<file path="config.mk">
export PLATFORM = sky130hd
export DESIGN_NAME = dual_cam_capture_sched_flat
export DESIGN_NICKNAME = d
export VERILOG_FILES = /design/src/rtl/dual_cam_capture_sched_if.sv /design/src/rtl/dual_cam_capture_sched.sv /design/src/flat_wrapper.sv
export SDC_FILE = /design/constraint.sdc
export NUM_CORES = 1
export LEC_CHECK = 0
export CAP_MARGIN = 5
export CELL_PAD_IN_SITES_DETAIL_PLACEMENT = 1
export CELL_PAD_IN_SITES_GLOBAL_PLACEMENT = 1
export CORE_UTILIZATION = 45
export CTS_CLUSTER_SIZE = 25
export DETAILED_ROUTE_END_ITERATION = 6
export DONT_BUFFER_PORTS = 1
export GPL_TIMING_DRIVEN = 0
export HOLD_SLACK_MARGIN = 0.15
export PLACE_DENSITY_LB_ADDON = 0.1
export SYNTH_ARGS = -nofsm -noshare
export SYNTH_HDL_FRONTEND = slang
export SYNTH_SLANG_ARGS = --single-unit
</file>
<file path="constraint.sdc">
create_clock -name clk -period 6.2 [get_ports clk]
set_input_delay 1.24 -clock clk [delete_from_list [all_inputs] [get_ports clk]]
set_output_delay 1.24 -clock clk [all_outputs]
set_load 0.005 [all_outputs]
</file>
<file path="src/rtl/dual_cam_capture_sched_if.sv">
// Write-DMA command channel shared by both cameras: one-shot start/abort
// commands with target selection, and done/error completion pulses.
interface dual_cam_capture_sched_if;
  logic       dma_start;
  logic       dma_cam_sel;
  logic [1:0] dma_buf_idx;
  logic       dma_abort;
  logic       dma_done;
  logic       dma_error;

  modport master (
    output dma_start, dma_cam_sel, dma_buf_idx, dma_abort,
    input  dma_done, dma_error
  );

  modport slave (
    input  dma_start, dma_cam_sel, dma_buf_idx, dma_abort,
    output dma_done, dma_error
  );
endinterface

</file>
<file path="src/rtl/dual_cam_capture_sched.sv">
// Frame scheduler sharing one write-DMA channel between two cameras, rotating
// each camera through a buffer ring that skips the buffer under display.
module dual_cam_capture_sched #(
  parameter int unsigned NUM_BUF = 3,
  parameter logic [23:0] TIMEOUT = 24'd4_000_000
) (
  input  logic                     clk,
  input  logic                     rst,
  input  logic                     enable,
  input  logic                     cam1_dma_init_done,
  input  logic                     cam1_continuous,
  input  logic                     cam1_trigger_capture_frame,
  input  logic                     cam1_vsync,
  input  logic [1:0]               cam1_disp_rd_idx,
  input  logic                     cam2_dma_init_done,
  input  logic                     cam2_continuous,
  input  logic                     cam2_trigger_capture_frame,
  input  logic                     cam2_vsync,
  input  logic [1:0]               cam2_disp_rd_idx,
  dual_cam_capture_sched_if.master dma,
  output logic                     cam1_frame_done,
  output logic [1:0]               cam1_rdy_idx,
  output logic                     cam1_rdy_valid,
  output logic [15:0]              cam1_drop_cnt,
  output logic                     cam2_frame_done,
  output logic [1:0]               cam2_rdy_idx,
  output logic                     cam2_rdy_valid,
  output logic [15:0]              cam2_drop_cnt,
  output logic [15:0]              err_cnt,
  output logic                     busy
);

  localparam int unsigned IDX_W = 2;
  localparam int unsigned CNT_W = 16;
  localparam int unsigned TMO_W = 24;
  localparam logic [IDX_W-1:0] LAST_IDX = IDX_W'(NUM_BUF - 1);
  localparam logic [CNT_W-1:0] CNT_MAX  = '1;

  typedef enum logic [1:0] {IDLE, START, BUSY, DONE} state_t;

  state_t             state_q, state_d;
  logic               sel_q, sel_d;
  logic [IDX_W-1:0]   buf_q, buf_d;
  logic [TMO_W-1:0]   tmo_q, tmo_d;
  logic               grant;
  logic               gcam;
  logic               err_inc;

  logic               last_q;
  logic               dma_start_q;
  logic               abort_q;
  logic               busy_q;
  logic [CNT_W-1:0]   err_cnt_q;

  logic [1:0]         init_c, cont_c, trig_c, vsync_c;
  logic [IDX_W-1:0]   disp_c [2];
  logic [1:0]         elig, req, active;
  logic [IDX_W-1:0]   wr_nxt [2];

  logic [1:0]         pend_q, armed_q, trig_q, frame_done_q, rdy_valid_q;
  logic [IDX_W-1:0]   wr_idx_q  [2];
  logic [IDX_W-1:0]   rdy_idx_q [2];
  logic [CNT_W-1:0]   drop_q    [2];

  function automatic logic [IDX_W-1:0] step(input logic [IDX_W-1:0] i);
    return (i == LAST_IDX) ? '0 : i + IDX_W'(1);
  endfunction

  assign init_c    = {cam2_dma_init_done, cam1_dma_init_done};
  assign cont_c    = {cam2_continuous, cam1_continuous};
  assign trig_c    = {cam2_trigger_capture_frame, cam1_trigger_capture_frame};
  assign vsync_c   = {cam2_vsync, cam1_vsync};
  assign disp_c[0] = cam1_disp_rd_idx;
  assign disp_c[1] = cam2_disp_rd_idx;

  // Per-camera eligibility, request and next write buffer (skips displayed one)
  always_comb begin
    for (int i = 0; i < 2; i++) begin
      elig[i]   = enable & init_c[i] & (cont_c[i] | armed_q[i]);
      req[i]    = pend_q[i] & elig[i];
      wr_nxt[i] = (step(wr_idx_q[i]) == disp_c[i]) ? step(step(wr_idx_q[i]))
                                                   : step(wr_idx_q[i]);
    end
  end

  // FSM state register
  always_ff @(posedge clk) begin
    if (rst) begin
      state_q <= IDLE;
      sel_q   <= 1'b0;
      buf_q   <= '0;
      tmo_q   <= '0;
    end else begin
      state_q <= state_d;
      sel_q   <= sel_d;
      buf_q   <= buf_d;
      tmo_q   <= tmo_d;
    end
  end

  // FSM next state; error beats a timeout, and a timeout beats a late done
  always_comb begin
    state_d = state_q;
    sel_d   = sel_q;
    buf_d   = buf_q;
    tmo_d   = tmo_q;
    grant   = 1'b0;
    gcam    = 1'b0;
    err_inc = 1'b0;
    case (state_q)
      IDLE: begin
        if (req[0] | req[1]) begin
          grant   = 1'b1;
          gcam    = (req[0] & req[1]) ? ~last_q : req[1];
          sel_d   = gcam;
          buf_d   = wr_idx_q[gcam];
          state_d = START;
        end
      end
      START: begin
        tmo_d   = '0;
        state_d = BUSY;
      end
      BUSY: begin
        tmo_d = tmo_q + TMO_W'(1);
        if (dma.dma_error) begin
          err_inc = 1'b1;
          state_d = IDLE;
        end else if (tmo_q == TIMEOUT - TMO_W'(1)) begin
          err_inc = 1'b1;
          state_d = IDLE;
        end else if (dma.dma_done) begin
          state_d = DONE;
        end
      end
      DONE:    state_d = IDLE;
      default: state_d = IDLE;
    endcase
  end

  // A camera owns the channel from its grant cycle until the FSM is idle again
  always_comb begin
    for (int i = 0; i < 2; i++) begin
      active[i] = ((state_q != IDLE) && (sel_q == 1'(i))) ||
                  (grant && (gcam == 1'(i)));
    end
  end

  // Registered outputs, counters and per-camera bookkeeping
  always_ff @(posedge clk) begin
    if (rst) begin
      dma_start_q <= 1'b0;
      abort_q     <= 1'b0;
      busy_q      <= 1'b0;
      err_cnt_q   <= '0;
      last_q      <= 1'b1;
      for (int i = 0; i < 2; i++) begin
        pend_q[i]       <= 1'b0;
        armed_q[i]      <= 1'b0;
        trig_q[i]       <= 1'b0;
        frame_done_q[i] <= 1'b0;
        rdy_valid_q[i]  <= 1'b0;
        wr_idx_q[i]     <= '0;
        rdy_idx_q[i]    <= '0;
        drop_q[i]       <= '0;
      end
    end else begin
      dma_start_q <= (state_d == START);
      abort_q     <= (state_d == BUSY) && (tmo_d == TIMEOUT - TMO_W'(1));
      busy_q      <= (state_d != IDLE);
      if (err_inc && (err_cnt_q != CNT_MAX)) err_cnt_q <= err_cnt_q + CNT_W'(1);
      if (state_q == DONE) last_q <= sel_q;

      for (int i = 0; i < 2; i++) begin
        trig_q[i] <= trig_c[i];

        if (!elig[i])                           pend_q[i] <= 1'b0;
        else if (grant && (gcam == 1'(i)))      pend_q[i] <= 1'b0;
        else if (vsync_c[i] && !active[i])      pend_q[i] <= 1'b1;

        if (elig[i] && vsync_c[i] && (active[i] || pend_q[i]) && (drop_q[i] != CNT_MAX))
          drop_q[i] <= drop_q[i] + CNT_W'(1);

        if (!init_c[i])                          armed_q[i] <= 1'b0;
        else if (trig_c[i] && !trig_q[i])        armed_q[i] <= 1'b1;
        else if ((state_q == DONE) && (sel_q == 1'(i)) && !cont_c[i])
                                                 armed_q[i] <= 1'b0;

        frame_done_q[i] <= (state_d == DONE) && (sel_q == 1'(i));
        if ((state_d == DONE) && (sel_q == 1'(i))) begin
          rdy_idx_q[i]   <= buf_q;
          rdy_valid_q[i] <= 1'b1;
        end
        if ((state_q == DONE) && (sel_q == 1'(i))) wr_idx_q[i] <= wr_nxt[i];
      end
    end
  end

  assign dma.dma_start   = dma_start_q;
  assign dma.dma_cam_sel = sel_q;
  assign dma.dma_buf_idx = buf_q;
  assign dma.dma_abort   = abort_q;

  assign cam1_frame_done = frame_done_q[0];
  assign cam1_rdy_idx    = rdy_idx_q[0];
  assign cam1_rdy_valid  = rdy_valid_q[0];
  assign cam1_drop_cnt   = drop_q[0];
  assign cam2_frame_done = frame_done_q[1];
  assign cam2_rdy_idx    = rdy_idx_q[1];
  assign cam2_rdy_valid  = rdy_valid_q[1];
  assign cam2_drop_cnt   = drop_q[1];
  assign err_cnt         = err_cnt_q;
  assign busy            = busy_q;

endmodule

</file>
<file path="src/flat_wrapper.sv">
// flat-port wrapper written by rule: the top's interface ports become plain ports
module dual_cam_capture_sched_flat 
#(
  parameter int unsigned NUM_BUF = 3,
  parameter logic [23:0] TIMEOUT = 24'd4_000_000
)
  (clk, rst, enable, cam1_dma_init_done, cam1_continuous, cam1_trigger_capture_frame, cam1_vsync, cam1_disp_rd_idx, cam2_dma_init_done, cam2_continuous, cam2_trigger_capture_frame, cam2_vsync, cam2_disp_rd_idx, cam1_frame_done, cam1_rdy_idx, cam1_rdy_valid, cam1_drop_cnt, cam2_frame_done, cam2_rdy_idx, cam2_rdy_valid, cam2_drop_cnt, err_cnt, busy, dma_dma_start, dma_dma_cam_sel, dma_dma_buf_idx, dma_dma_abort, dma_dma_done, dma_dma_error);
  dual_cam_capture_sched_if dma_i ();
  input  logic clk;
  input  logic rst;
  input  logic enable;
  input  logic cam1_dma_init_done;
  input  logic cam1_continuous;
  input  logic cam1_trigger_capture_frame;
  input  logic cam1_vsync;
  input  logic [1:0] cam1_disp_rd_idx;
  input  logic cam2_dma_init_done;
  input  logic cam2_continuous;
  input  logic cam2_trigger_capture_frame;
  input  logic cam2_vsync;
  input  logic [1:0] cam2_disp_rd_idx;
  output logic cam1_frame_done;
  output logic [1:0] cam1_rdy_idx;
  output logic cam1_rdy_valid;
  output logic [15:0] cam1_drop_cnt;
  output logic cam2_frame_done;
  output logic [1:0] cam2_rdy_idx;
  output logic cam2_rdy_valid;
  output logic [15:0] cam2_drop_cnt;
  output logic [15:0] err_cnt;
  output logic busy;
  output wire logic [$bits(dma_i.dma_start)-1:0] dma_dma_start;
  output wire logic [$bits(dma_i.dma_cam_sel)-1:0] dma_dma_cam_sel;
  output wire logic [$bits(dma_i.dma_buf_idx)-1:0] dma_dma_buf_idx;
  output wire logic [$bits(dma_i.dma_abort)-1:0] dma_dma_abort;
  input wire logic [$bits(dma_i.dma_done)-1:0] dma_dma_done;
  input wire logic [$bits(dma_i.dma_error)-1:0] dma_dma_error;
  assign dma_dma_start = dma_i.dma_start;
  assign dma_dma_cam_sel = dma_i.dma_cam_sel;
  assign dma_dma_buf_idx = dma_i.dma_buf_idx;
  assign dma_dma_abort = dma_i.dma_abort;
  assign dma_i.dma_done = dma_dma_done;
  assign dma_i.dma_error = dma_dma_error;
  dual_cam_capture_sched #(.NUM_BUF(NUM_BUF), .TIMEOUT(TIMEOUT)) u_core (.clk(clk), .rst(rst), .enable(enable), .cam1_dma_init_done(cam1_dma_init_done), .cam1_continuous(cam1_continuous), .cam1_trigger_capture_frame(cam1_trigger_capture_frame), .cam1_vsync(cam1_vsync), .cam1_disp_rd_idx(cam1_disp_rd_idx), .cam2_dma_init_done(cam2_dma_init_done), .cam2_continuous(cam2_continuous), .cam2_trigger_capture_frame(cam2_trigger_capture_frame), .cam2_vsync(cam2_vsync), .cam2_disp_rd_idx(cam2_disp_rd_idx), .dma(dma_i), .cam1_frame_done(cam1_frame_done), .cam1_rdy_idx(cam1_rdy_idx), .cam1_rdy_valid(cam1_rdy_valid), .cam1_drop_cnt(cam1_drop_cnt), .cam2_frame_done(cam2_frame_done), .cam2_rdy_idx(cam2_rdy_idx), .cam2_rdy_valid(cam2_rdy_valid), .cam2_drop_cnt(cam2_drop_cnt), .err_cnt(err_cnt), .busy(busy));
endmodule
</file>
### Word-level counts from Yosys, hierarchy flattened

Memory sizes are Yosys's and may differ from the RTL's. A register that Yosys moved wholly into a read port is not among the register bits.
Index checks and enable logic that the tools add are counted.

| operators by class | value |
|---|---|
| reduce and logical (&&, ||, !) cells | 42 |
| equality and inequality tests | 17 |
| multiplexer cells | 50 |
| $add $sub $neg | 8 |
| bitwise logic cells | 23 |

Operators by type and width:

| operator | count |
|---|---|
| adder 16 x 1 -> 16 bit, second input constant | 3 |
| equality test 24 x 22 -> 1 bit, second input constant | 2 |
| inequality test 16 bit, second input constant | 3 |
| case mux 24 bit (2 select lines) | 1 |
| two-way mux 1 bit | 32 |
| two-way mux 16 bit | 2 |
| two-way mux 2 bit | 14 |
| adder 24 x 1 -> 24 bit, second input constant | 1 |
| logical AND 1 bit | 22 |
| equality test 2 bit, second input constant | 8 |
| bitwise OR 1 bit | 9 |
| adder 2 x 1 -> 2 bit, second input constant | 4 |
| case mux 2 bit (4 select lines) | 1 |
| nonzero test 2 bit | 4 |
| AND 1 bit | 7 |
| NOT 1 bit | 7 |
| logical NOT 1 bit | 6 |
| OR reduction 3 bit | 2 |
| equality test 2 x 1 -> 1 bit, second input constant | 2 |
| equality test 2 bit | 2 |
| logical OR 1 bit | 4 |
| OR reduction 2 bit | 2 |
| logical NOT 2 bit | 1 |
| AND reduction 2 bit | 1 |

| storage, ports and cells | value |
|---|---|
| logic and storage cells | 159 |
| register bits after elaboration | 57 |
| memory bits (writable) | 40 |
| input port bits | 17 |
| output and inout port bits | 62 |
| memories kept | 3 |

Memories:

| memory | words | width | rd ports | clocked after memory_dff | wr ports | RTL line | text |
|---|---|---|---|---|---|---|---|
| u_core.drop_q | 2 | 16 | 2 | 0 | 2 | dual_cam_capture_sched.sv:63 | `logic [CNT_W-1:0] drop_q [2];` |
| u_core.rdy_idx_q | 2 | 2 | 2 | 0 | 2 | dual_cam_capture_sched.sv:62 | `logic [IDX_W-1:0] rdy_idx_q [2];` |
| u_core.wr_idx_q | 2 | 2 | 3 | 1 | 2 | dual_cam_capture_sched.sv:61 | `logic [IDX_W-1:0] wr_idx_q [2];` |

### Depth between registers and ports, before layout

Gate-level depths: netlist (run 1).

| depth | value |
|---|---|
| word-level depth | 17 |
| gate-level depth with buffers | 9 |
| gate-level depth less buffers | 8 |

### Worst setup path after synthesis (run 1)

Ideal clock, no wire load.

| timing path | value |
|---|---|
| kind | input -> register |
| from | input cam1_continuous |
| to | memory u_core.rdy_idx_q[1][0] (netlist: u_core.rdy_idx_q[0][2]) (enable) |
| setup time | 0.299 ns |
| path slack | 3.492 ns |
| arrival time | 2.409 ns |
| path buffers | 0 |
| data required time | 5.901 ns |
| stages on the path | 6 |
| path through | o2111a_1 -> o21ai_1 -> o2bb2ai_1 -> o211ai_1 -> or2_1 -> nand2_1 |

RTL lines:

| what | RTL line | text |
|---|---|---|
| start, declared | flat_wrapper.sv:13 | `input logic cam1_continuous;` |
| end, declared | dual_cam_capture_sched.sv:62 |  |

### Worst setup path after layout (run 1)

| timing path | value |
|---|---|
| from | register u_core.state_q[0] |
| to | register u_core.abort_q (netlist: u_core.dma.dma_abort) |

| between the ends | value |
|---|---|
| word-level cells in the longest chain between the ends | 6 |
| elaborated cells between the ends (all ways) | 13 |
| those cells by class | 5 x eq/ne; 6 x mux; 2 x reduce/logical |

RTL lines:

| what | RTL line | text |
|---|---|---|
| start, declared | dual_cam_capture_sched.sv:41 | `state_t state_q, state_d;` |
| start signal, assigned | dual_cam_capture_sched.sv:94 | `state_q <= state_d;` |
| two-way mux 2 bit | dual_cam_capture_sched.sv:132 | `end else if (dma.dma_done) begin` |
| two-way mux 2 bit | dual_cam_capture_sched.sv:129 | `end else if (tmo_q == TIMEOUT - TMO_W'(1)) begin` |
| two-way mux 2 bit | dual_cam_capture_sched.sv:126 | `if (dma.dma_error) begin` |
| case mux 2 bit (4 select lines) | dual_cam_capture_sched.sv:110 | `case (state_q)` |
| equality test 2 bit | dual_cam_capture_sched.sv:169 | `abort_q <= (state_d == BUSY) && (tmo_d == TIMEOUT - TMO_W'(1));` |
| logical AND 1 bit (*) | dual_cam_capture_sched.sv:169 |  |
| end signal, assigned | dual_cam_capture_sched.sv:169 |  |
| end, declared | dual_cam_capture_sched.sv:51 | `logic abort_q;` |

Mark *: on every way between the ends. The rest lies on a longest branch, timed or not.
A chain may end at the register's enable or synchronous reset.

==> metrics, run 1 <==
status completed; most used cell, CP nand3_1; setup TNS 0 ns; asr flop ratio synth 0%; Reg2Reg Setup Slack 2.88 ns; sequential share of the synthesized area 47.6%; placeable core region approximately 11000 um2; EDFF count, synth 40; met3 wire len 525 um; hpwl dp 8980 um; CTS sink count slightly below 100; Max Fclk 302 MHz; startpoint types flip-flop; Final Setup Violations 0; number of CTS-inserted buffers 9; Area growth, synth to finish 7.27%; Post-Place Worst Slack roughly 2.9 ns; nets 576; FP Rows 38; most used flip-flop cell after synthesis dfxtp_1; Setup crit end kind flip-flop; largest net degree at the start of global routing 17; most frequent cells in the layout nor2_1 (92), dfxtp_1 (59), edfxtp_1 (40); Post-Route Skew about 0.013 ns; Crit Path Category flip-flop to flip-flop; H-tree depth 3; hold endpoint u_core.rdy_valid_q[1]$_SDFFE_PP0P_; mapped cell area ~5000 um2; GRT Residual Overflow 0; max_slew headroom 55.0%; Leakage around 0.0017 uW; met2 WL ~5800 um; post-cts repair resize count 0; Clock Tree Buf Depth 2; hold path depth 2; Least-Margin Pin Slew 0.670 ns; R2R Path End u_core.dma.dma_abort$_SDFF_PP0_; crit path max fanout 9; initial antenna violation count 0; worst-skew pair later-pin latency about 0.37 ns; DR top layer met4; Die W approximately 110 um; hold buffers post-CTS 0; first drt pass iteration count 4; post-synthesis register bit count 99; Hold Crit Class flip-flop to flip-flop; Netlist cell types 65; Max VDD drop about 140 uV; Die H 108 um; R2R cell count 9; port bufs 0; ANT cells 0; Mean Syn Cell Area between 9 and 10 um2; CP required approximately 6.5 ns; Final ANT Viol Nets 0; Crit-path slowest cell nor3_2; Detailed Route WL roughly 12000 um; Clock transition at path regs about 0.090 ns; via count approximately 4000; CP Cell Sequence inv_1 -> ha_1 -> clkbuf_1 -> nand3_1 -> nor3_2 -> nand3_1 -> a2111oi_0 -> o2111ai_1 -> nor4_1; fin. max-slew vios 0; share of cells above drive strength 1 5.58%; Crit path largest cell delay about 0.52 ns; vias in the first global route 4064; Routed wire per std cell about 18 um; clk root buf clkbuf_8; Finished Layout Cells a little under 700; DRC viols 0; die area 11600 um2; setup bufs post-CTS 0; fin crit share about 53%; Post-Syn Nets ~570; CP delay by family, top simple AND/OR/NAND/NOR gates; CTS tree built; I/O pin count slightly below 80; yosys warns 0; start point of the worst hold path u_core.rdy_valid_q[1]$_SDFFE_PP0P_; reg-to-reg startpoint u_core.state_q[0]$_SDFF_PP0_; Final Wtd Congestion about 0.8; Global Route Usage Sum between 20 and 25%; Max-cap violations 0; Critical path buffers and inverters 2; Final WS setup a little under 3 ns; Gate Count Post-Synth 540; placed cells 680; PwrDens 256 nW/um2; RSZ-0062 raised after global routing false; global-route wire length before repair approximately 20000 um; Hold Fails Final Rpt 0; Starting Density 46.2%; Vias/cell 5.74; critical path arrival between 3 and 4 ns; Detailed Route Iter0 Violations about 170; commonest non-fill, non-tap cell in the layout nor2_1; min cycle time layout roughly 3.3 ns; Metal-1 WL just under 6000 um
[stage by stage]
| stage | cell area (um2) | total power (uW) | util [%] | hold WS (ns) |
|---|---|---|---|---|
| after global placement | 5180 | 971 | 47.8 | 0.446 |
| after global routing | 5370 | 1440 | 49.6 | 0.509 |
| after floorplan | 5010 | 910 | - | 0.427 |
| after detailed placement | 5180 | 977 | 47.8 | 0.453 |
| after CTS | 5370 | 1390 | 49.6 | 0.481 |
| final | 5370 | 1380 | 49.6 | 0.477 |
[layer usage]
layer	vias up	global-route usage (%)
li1	1944	-
met1	1971	29.7
met2	69	36.0
met3	11	5.27
met4	0	8.71
met5	-	0
[worst max-delay path by stage]
| stage | slack (ns) | startpoint | cells past startpoint | end |
|---|---|---|---|---|
| after floorplan | 3.49 | cam1_continuous | 6 | u_core.rdy_idx_q[0][2]$_DFFE_PP_ |
| after global placement | 2.84 | u_core.state_q[0]$_SDFF_PP0_ | 9 | u_core.dma.dma_abort$_SDFF_PP0_ |
| after detailed placement | 2.90 | u_core.state_q[0]$_SDFF_PP0_ | 9 | u_core.dma.dma_abort$_SDFF_PP0_ |
| after CTS | 2.85 | u_core.state_q[0]$_SDFF_PP0_ | 9 | u_core.dma.dma_abort$_SDFF_PP0_ |
| after global routing | 2.62 | u_core.state_q[0]$_SDFF_PP0_ | 9 | u_core.dma.dma_abort$_SDFF_PP0_ |
| final | 2.88 | u_core.state_q[0]$_SDFF_PP0_ | 9 | u_core.dma.dma_abort$_SDFF_PP0_ |
[registers in the layout, summed over array words and instances (netlist names), 2 cells and up]
name / cells
u_core.rdy_valid_q: 2
u_core.err_cnt: 16
u_core.wr_idx_q: 4
u_core.drop_q: 32
u_core.frame_done_q: 2
u_core.rdy_idx_q: 4
u_core.dma.dma_buf_idx: 2
u_core.trig_q: 2
u_core.pend_q: 2
u_core.tmo_q: 24
u_core.armed_q: 2
u_core.state_q: 2
[synth_stat cells (3+ instances only)]
library cell  instances  area, um2
nor2b_1              12       75.1
and3_1               10       62.6
or2_2                 4       25.0
ha_1                  8        100
a311oi_1              3       26.3
o21ai_1              10       50.1
clkbuf_1             15       56.3
nand2b_1              9       56.3
edfxtp_1             40       1200
o21ai_0              10       50.1
o211ai_1              4       30.0
and2_1                3       18.8
nor2_1               92        345
nor4_1                6       37.5
nand3b_1              3       22.5
dfxtp_1              59       1180
nand2_1              34        128
a211oi_1              5       37.5
nand4_1              19        119
xnor2_1              20        175
nor3_1               13       65.1
or3_1                 6       37.5
inv_1                18       67.6
a21oi_1              21        105
nand3_1              26        130
o31ai_1               4       30.0
or4_1                 4       30.0
and4_1                3       26.3
xor2_1               31        272
a2111oi_0             3       26.3
[worst register-to-register path, stage by stage, from the launching register on]
cell and delay, ns:
dfxtp_1 0.41, inv_1 0.09, ha_1 0.28, clkbuf_1 0.29
nand3_1 0.36, nor3_2 0.52, nand3_1 0.20, a2111oi_0 0.49
o2111ai_1 0.20, nor4_1 0.36
[cell type report]
type                            count  area (um2)
Fill cell                        1259        5470
Multi-Input combinational cell    402        2460
Inverter                           19        71.3
Buffer                             20        96.3
Tap cell                          140         175
Clock buffer                       13         149
Clock inverter                      3        40.0
Sequential cell                    99        2380
[where the power goes]
part	internal (uW)	switching [uW]	leakage (uW)
logic	73.4	148	0.000763
registers	706	31.3	0.000890
clock network	197	221	0.0000974
[cells by family after synthesis]
kind of cell / share of synthesized area, %
and+or+nand+nor: 26.4
AOI/OAI and AO/OA: 11.0
xor gates and xnor gates: 8.92
buffers and inverters: 3.35
muxes: 0.624
adders and majority gates: 2.20
DFF: 47.6
Note: power is estimated with default switching activity, not from simulation.
==> run 2, diff against run 1 <==
Settings changed: ABC_AREA set to 1, CORE_UTILIZATION 45 to 42.
Clock period 6.2 ns to 2.9 ns, I/O delays scaled along.
==> run 2 against run 1 <==
  * Synthesized cell count up 35%
  * Sequential power rose by 110%
  * Largest cell class unchanged
  * Critical endpoint is now u_core.drop_q[0][8]$_SDFFCE_PN0P_
  * Clock skew down 0.0073 ns
  * First-iteration DRC count is 51% higher
  * Cell count increased by 32%
  * Die area grew 18%
  * Sequential cell count unchanged
  * Non-clock buffer count shrank 3
  * Area after synthesis up 11%
  * Critical path type unchanged
  * Register-to-register slack lost 2.4 ns
==> metrics, run 2 <==
Max VDD drop 223 uV (+65%); Detailed Route WL 14800 um (+21%); R2R Path End u_core.drop_q[0][8]$_SDFFCE_PN0P_; PwrDens 475 nW/um2 (+85%); most used flip-flop cell after synthesis dfxtp_1; Finished Layout Cells 916 (+32%); largest net degree at the start of global routing 17 (unchanged); start point of the worst hold path cam2_trigger_capture_frame; global-route wire length before repair 23800 um (+16%); reg-to-reg startpoint u_core.drop_q[0][0]$_SDFFCE_PN0P_; Routed wire per std cell 16.1 um (-8.3%); max_slew headroom 52.8% (-2.2 points); EDFF count, synth 40 (unchanged); met3 wire len 634 um (+21%); RSZ-0062 raised after global routing false; DR top layer met4; Netlist cell types 47 (-28%); Post-Route Skew 0.00554 ns (-0.00734 ns); commonest non-fill, non-tap cell in the layout nand2_1; post-synthesis register bit count 99 (unchanged); Area growth, synth to finish 8.87%; Final ANT Viol Nets 0 (unchanged); Clock transition at path regs 0.07 ns (-0.02 ns); Final Setup Violations 0 (unchanged); Post-Place Worst Slack 0.149 ns (-2.75 ns); first drt pass iteration count 4 (unchanged); Max-cap violations 0 (unchanged); Final Wtd Congestion 0.826 (+0.21%); CP required 2.91 ns (-3.54 ns); asr flop ratio synth 0% (unchanged); CTS sink count 99 (unchanged); Mean Syn Cell Area 7.63 um2 (-18%); FP Rows 41 (+7.9%); Leakage 0.00232 uW (+32%); placed cells 900 (+32%); ANT cells 0 (unchanged); Least-Margin Pin Slew 0.707 ns (+0.0370 ns); H-tree depth 3 (unchanged); initial antenna violation count 0 (unchanged); Global Route Usage Sum 22.5% (-0.12 points); Gate Count Post-Synth 728 (+35%); status completed; Die W 117 um (+8.8%); area leader, netlist edfxtp_1; Detailed Route Iter0 Violations 262 (+51%); Crit Path Category flip-flop to flip-flop; fin. max-slew vios 0 (unchanged); hold path depth 2 (unchanged); Biggest register u_core.drop_q; Hold Slack 0.360 ns (-0.117 ns); via count 4861 (+22%); worst-skew pair later-pin latency 0.35 ns (-0.02 ns); clk root buf clkbuf_16; R2R cell count 10 (+1); Starting Density 43.5% (-2.7 points); CTS tree built; Post-Syn Nets 753 (+33%); met2 WL 7290 um (+27%); fin crit share 83.8% (+30 points); Die H 117 um (+8.8%); Max Fclk 412 MHz (+36%); vias in the first global route 4990 (+23%); hpwl dp 11400 um (+27%); yosys warns 0 (unchanged); Post-synth top cells nand2_1 (143), nor2_1 (94), inv_1 (91); startpoint types flip-flop; crit path max fanout 16 (+7); share of cells above drive strength 1 10.1% (+4.5 points); setup bufs post-CTS 0 (unchanged); GRT Residual Overflow 0 (unchanged); Core Util, Final 47.4% (-2.2 points); number of CTS-inserted buffers 9 (unchanged); die area 13700 um2 (+18%); Area contributors post-synth edfxtp_1 (22%), dfxtp_1 (21%), nand2_1 (9.7%), nor2_1 (6.4%), inv_1 (6.1%); nets 764 (+33%); most frequent cells in the layout nand2_1 (142), nor2_1 (94), inv_1 (91); DRC viols 0 (unchanged); Reg2Reg Setup Slack 0.47 ns (-2.41 ns); I/O pin count 79 (unchanged); Hold Fails Final Rpt 0 (unchanged); Vias/cell 5.31 (-7.5%); hold endpoint u_core.trig_q[1]$_SDFF_PP0_; Metal-1 WL 6610 um (+14%); Setup crit end kind flip-flop; setup TNS 0 ns (unchanged); Hold Crit Class input pin to flip-flop; critical path arrival 2.44 ns (-1.12 ns); port bufs 0 (unchanged); mapped cell area 5560 um2 (+11%); Yosys top cell area share 21.6% (-2.4 points); sequential share of the synthesized area 42.9% (-4.7 points); max reg flops 32 (unchanged); Clock Tree Buf Depth 2 (unchanged); Final WS setup 0.470 ns (-2.41 ns); placeable core region 12800 um2 (+18%); most common cell in the netlist nand2_1; min cycle time layout 2.43 ns (-0.886 ns)
-- run 2: per-stage QoR --
stage	area, um2	power (uW)
finish	6050	2870
global route	6050	2970
CTS	6050	2890
detailed placement	5770	1760
global placement	5770	1750
floorplan	5560	1690
-- run 2: layer usage --
layer  up-vias  GRT usage, %
met2        81          40.0
met1      2372          27.5
met5         -             0
li1       2395             -
met3        13          3.81
met4         0          7.85
-- run 2: how the worst max path moves through the flow --
stage                                           start                                end  slack, ns  cells after the start
floorplan                                      enable  u_core.drop_q[0][0]$_SDFFCE_PN0P_       0.64                     11
global placement                               enable  u_core.drop_q[0][5]$_SDFFCE_PN0P_       0.21                     11
detailed placement                    cam1_continuous  u_core.drop_q[0][5]$_SDFFCE_PN0P_       0.15                     11
CTS                 u_core.drop_q[0][0]$_SDFFCE_PN0P_  u_core.drop_q[0][8]$_SDFFCE_PN0P_       0.15                     10
global route        u_core.drop_q[0][0]$_SDFFCE_PN0P_  u_core.drop_q[0][4]$_SDFFCE_PN0P_       0.22                     10
finish              u_core.drop_q[0][0]$_SDFFCE_PN0P_  u_core.drop_q[0][8]$_SDFFCE_PN0P_       0.47                     10
-- run 2: what timing repair did --
action	in CTS	in global routing
endpoints found under the setup margin	0	16
gates resized for setup	0	1
hold buffers	0	0
-- run 2: report_power, final --
group	switching [uW]	leakage [uW]	internal, uW	total, uW
Sequential	38.5	0.000890	1480	1520
Combinational	151	0.00129	60.8	212
Clock	534	0.000139	610	1140
Total	724	0.00232	2150	2870
-- run 2: cells by family after synthesis --
| kind of cell | Yosys count | share of synthesized area, % |
|---|---|---|
| buf+inv | 113 | 8.42 |
| flops | 99 | 42.9 |
| xor+xnor | 35 | 5.52 |
| compound gates | 100 | 10.3 |
| fa+ha+maj | 8 | 1.80 |
| simple gates | 373 | 31.0 |
-- run 2: area by class of cell --
cell class	instances	area (um2)
Buffer	17	106
Clock buffer	12	248
Clock inverter	4	27.5
Fill cell	1598	6730
Inverter	96	362
Multi-Input combinational cell	516	2710
Sequential cell	99	2380
Tap cell	172	215
-- run 2: critical path: stages, from the launching register on --
cell and delay (ns):
edfxtp_1 0.42, ha_1 0.21, nand3_1 0.14, nor2_2 0.18, nand2_1 0.12, nor2_1 0.19
nand2_1 0.09, and3_1 0.16, nand2_2 0.14, buf_6 0.17, nand2_2 0.24
==> run 3, diff against run 2 <==
Clock period 2.9 ns to 2.2 ns, I/O delays scaled along.
==> run 3 against run 2 <==
  * Combinational power rose by 47%
  * Global-route usage rose by 0.18 points
  * Fmax rose by 18%
  * Setup slack got worse by 0.33 ns
  * Sequential cell count did not move
  * Wire length rose by 2.0%
  * Clock skew barely moved
  * Cell area rose by 4.1%
  * Sequential share of layout area fell by 1.5 points
  * First-iteration DRC count fell by 6.9%
  * Non-clock buffer count rose by 7
  * Largest cell class unchanged
==> metrics, run 3 (synthesized netlist as in run 2, its figures left out) <==
Hold Fails Final Rpt 0 (unchanged); hold buffers post-CTS 0 (unchanged); CP required 2.48 ns (-0.43 ns); commonest non-fill, non-tap cell in the layout nand2_1; most frequent cells in the layout nand2_1 (138), inv_1 (90), nor2_1 (88); Biggest register u_core.drop_q; via count 4881 (+0.41%); max_slew headroom 52.8% (about the same); Clock transition at path regs 0.07 ns (about the same); Die W 117 um (unchanged); vias in the first global route 5023 (+0.66%); Detailed Route Iter0 Violations 244 (-6.9%); Clock Tree Buf Depth 2 (unchanged); startpoint types flip-flop; share of cells above drive strength 1 14.4% (+4.3 points); crit path max fanout 10 (-6); PwrDens 608 nW/um2 (+28%); fin. max-slew vios 0 (unchanged); worst-skew pair later-pin latency 0.35 ns (about the same); CTS sink count 99 (unchanged); Area growth, synth to finish 13.3%; Starting Density 43.5% (unchanged); DRC viols 0 (unchanged); Hold Slack 0.221 ns (-0.139 ns); critical path arrival 2.34 ns (-0.10 ns); global-route wire length before repair 24000 um (+0.70%); Max-cap violations 0 (unchanged); Vias/cell 5.29 (-0.35%); register area 2380 um2 (+0.11%); dpl cell area 5770 um2 (unchanged); Max Fclk 485 MHz (+18%); Routed wire per std cell 16.3 um (+1.2%); first drt pass iteration count 4 (unchanged); ANT cells 0 (unchanged); number of CTS-inserted buffers 9 (unchanged); FP Rows 41 (unchanged); GRT Residual Overflow 0 (unchanged); Final Setup Violations 0 (unchanged); multi-input logic area 2840 um2 (+5.0%); status completed; Layout fillers 1573 (-1.6%); H-tree depth 3 (unchanged); clk root buf clkbuf_16; fin crit share 93.8% (+10 points); hpwl dp 11400 um (unchanged); nets 771 (+0.92%); placeable core region 12800 um2 (unchanged); initial antenna violation count 0 (unchanged); RSZ-0062 raised after global routing true; largest net degree at the start of global routing 17 (unchanged); Post-Route Skew 0.00537 ns (-0.000169 ns); Die H 117 um (unchanged); post-route cell area 6290 um2 (+4.1%); port bufs 0 (unchanged); min cycle time layout 2.06 ns (-0.366 ns); Final Wtd Congestion 0.826 (unchanged); max reg flops 32 (unchanged); die area 13700 um2 (unchanged); I/O pin count 79 (unchanged); Detailed Route WL 15000 um (+2.0%); Setup crit end kind flip-flop; Hold Crit Class input pin to flip-flop; Least-Margin Pin Slew 0.708 ns (+0.00182 ns); Global Route Usage Sum 22.7% (+0.18 points); Leakage 0.00240 uW (+3.5%); Max VDD drop 296 uV (+33%); Final ANT Viol Nets 0 (unchanged); Crit Path Category flip-flop to flip-flop; CTS tree built
## run 3: final cells by class
| cell class | instances | share of cell area (%) |
|---|---|---|
| repair buffers | 7 | 1.11 |
| well taps | 172 | 3.42 |
| inverters | 96 | 5.75 |
| multi-input cells | 516 | 45.2 |
| clock inverters | 4 | 0.437 |
| plain buffers | 17 | 2.27 |
| flip-flops and latches | 99 | 37.9 |
| clock buffers | 12 | 3.94 |
## run 3: report_power, final
| part | internal [uW] | switching [uW] | total [uW] | leakage [uW] |
|---|---|---|---|---|
| registers | 1950 | 51.8 | 2000 | 0.000890 |
| logic | 101 | 211 | 312 | 0.00137 |
| clock network | 805 | 707 | 1510 | 0.000139 |
| total | 2860 | 970 | 3830 | 0.00240 |
## run 3: timing repair
action,in CTS,in global routing
pin swaps,1,9
resized for setup,18,30
endpoints found under the setup margin,59,70
buffers inserted,1,5
cloned,0,1
## run 3: worst max-delay path, stage by stage, from the launching register on
cell     delay [ns]
dfxtp_2        0.35
inv_1          0.10
ha_4           0.35
buf_8          0.15
nand2_1        0.06
nand2_1        0.06
nand2_1        0.06
nor2_1         0.13
nand3_1        0.12
nor2_2         0.16
nand3_2        0.10
nor2_1         0.15
nand3_2        0.11
nor3_2         0.10
## run 3: stage by stage
step / total power (uW) / setup TNS (ns) / setup slack, ns / std cells / utilization (%)
final: 3830 / 0 / 0.136 / 923 / 49.3
after floorplan: 2230 / 0 / 0.0187 / 728 / -
after detailed placement: 2320 / -13.61 / -0.533 / 900 / 45.2
after CTS: 3830 / 0 / 0.00290 / 917 / 47.9
after global routing: 3960 / -0.350 / -0.0363 / 923 / 49.3
after global placement: 2310 / -9.65 / -0.467 / 900 / 45.2
## run 3: final timing paths
check	startpoint	to	slack [ns]	depth (start not counted)
max	u_core.state_q[1]$_SDFF_PP0_	u_core.dma.dma_abort$_SDFF_PP0_	0.14	13
min	cam2_trigger_capture_frame	u_core.trig_q[1]$_SDFF_PP0_	0.22	2
max reg2reg	u_core.state_q[1]$_SDFF_PP0_	u_core.dma.dma_abort$_SDFF_PP0_	0.14	13
min reg2reg	u_core.rdy_valid_q[0]$_SDFFE_PP0P_	u_core.rdy_valid_q[0]$_SDFFE_PP0P_	0.48	2
## run 3: routing by layer
| layer | wire [um] | track usage, % | up-vias |
|---|---|---|---|
| met5 | 0 | 0 | - |
| li1 | - | - | 2410 |
| met4 | 240 | 7.85 | 0 |
| met2 | 7460 | 40.7 | 80 |
| met3 | 672 | 3.81 | 15 |
| met1 | 6670 | 27.5 | 2376 |
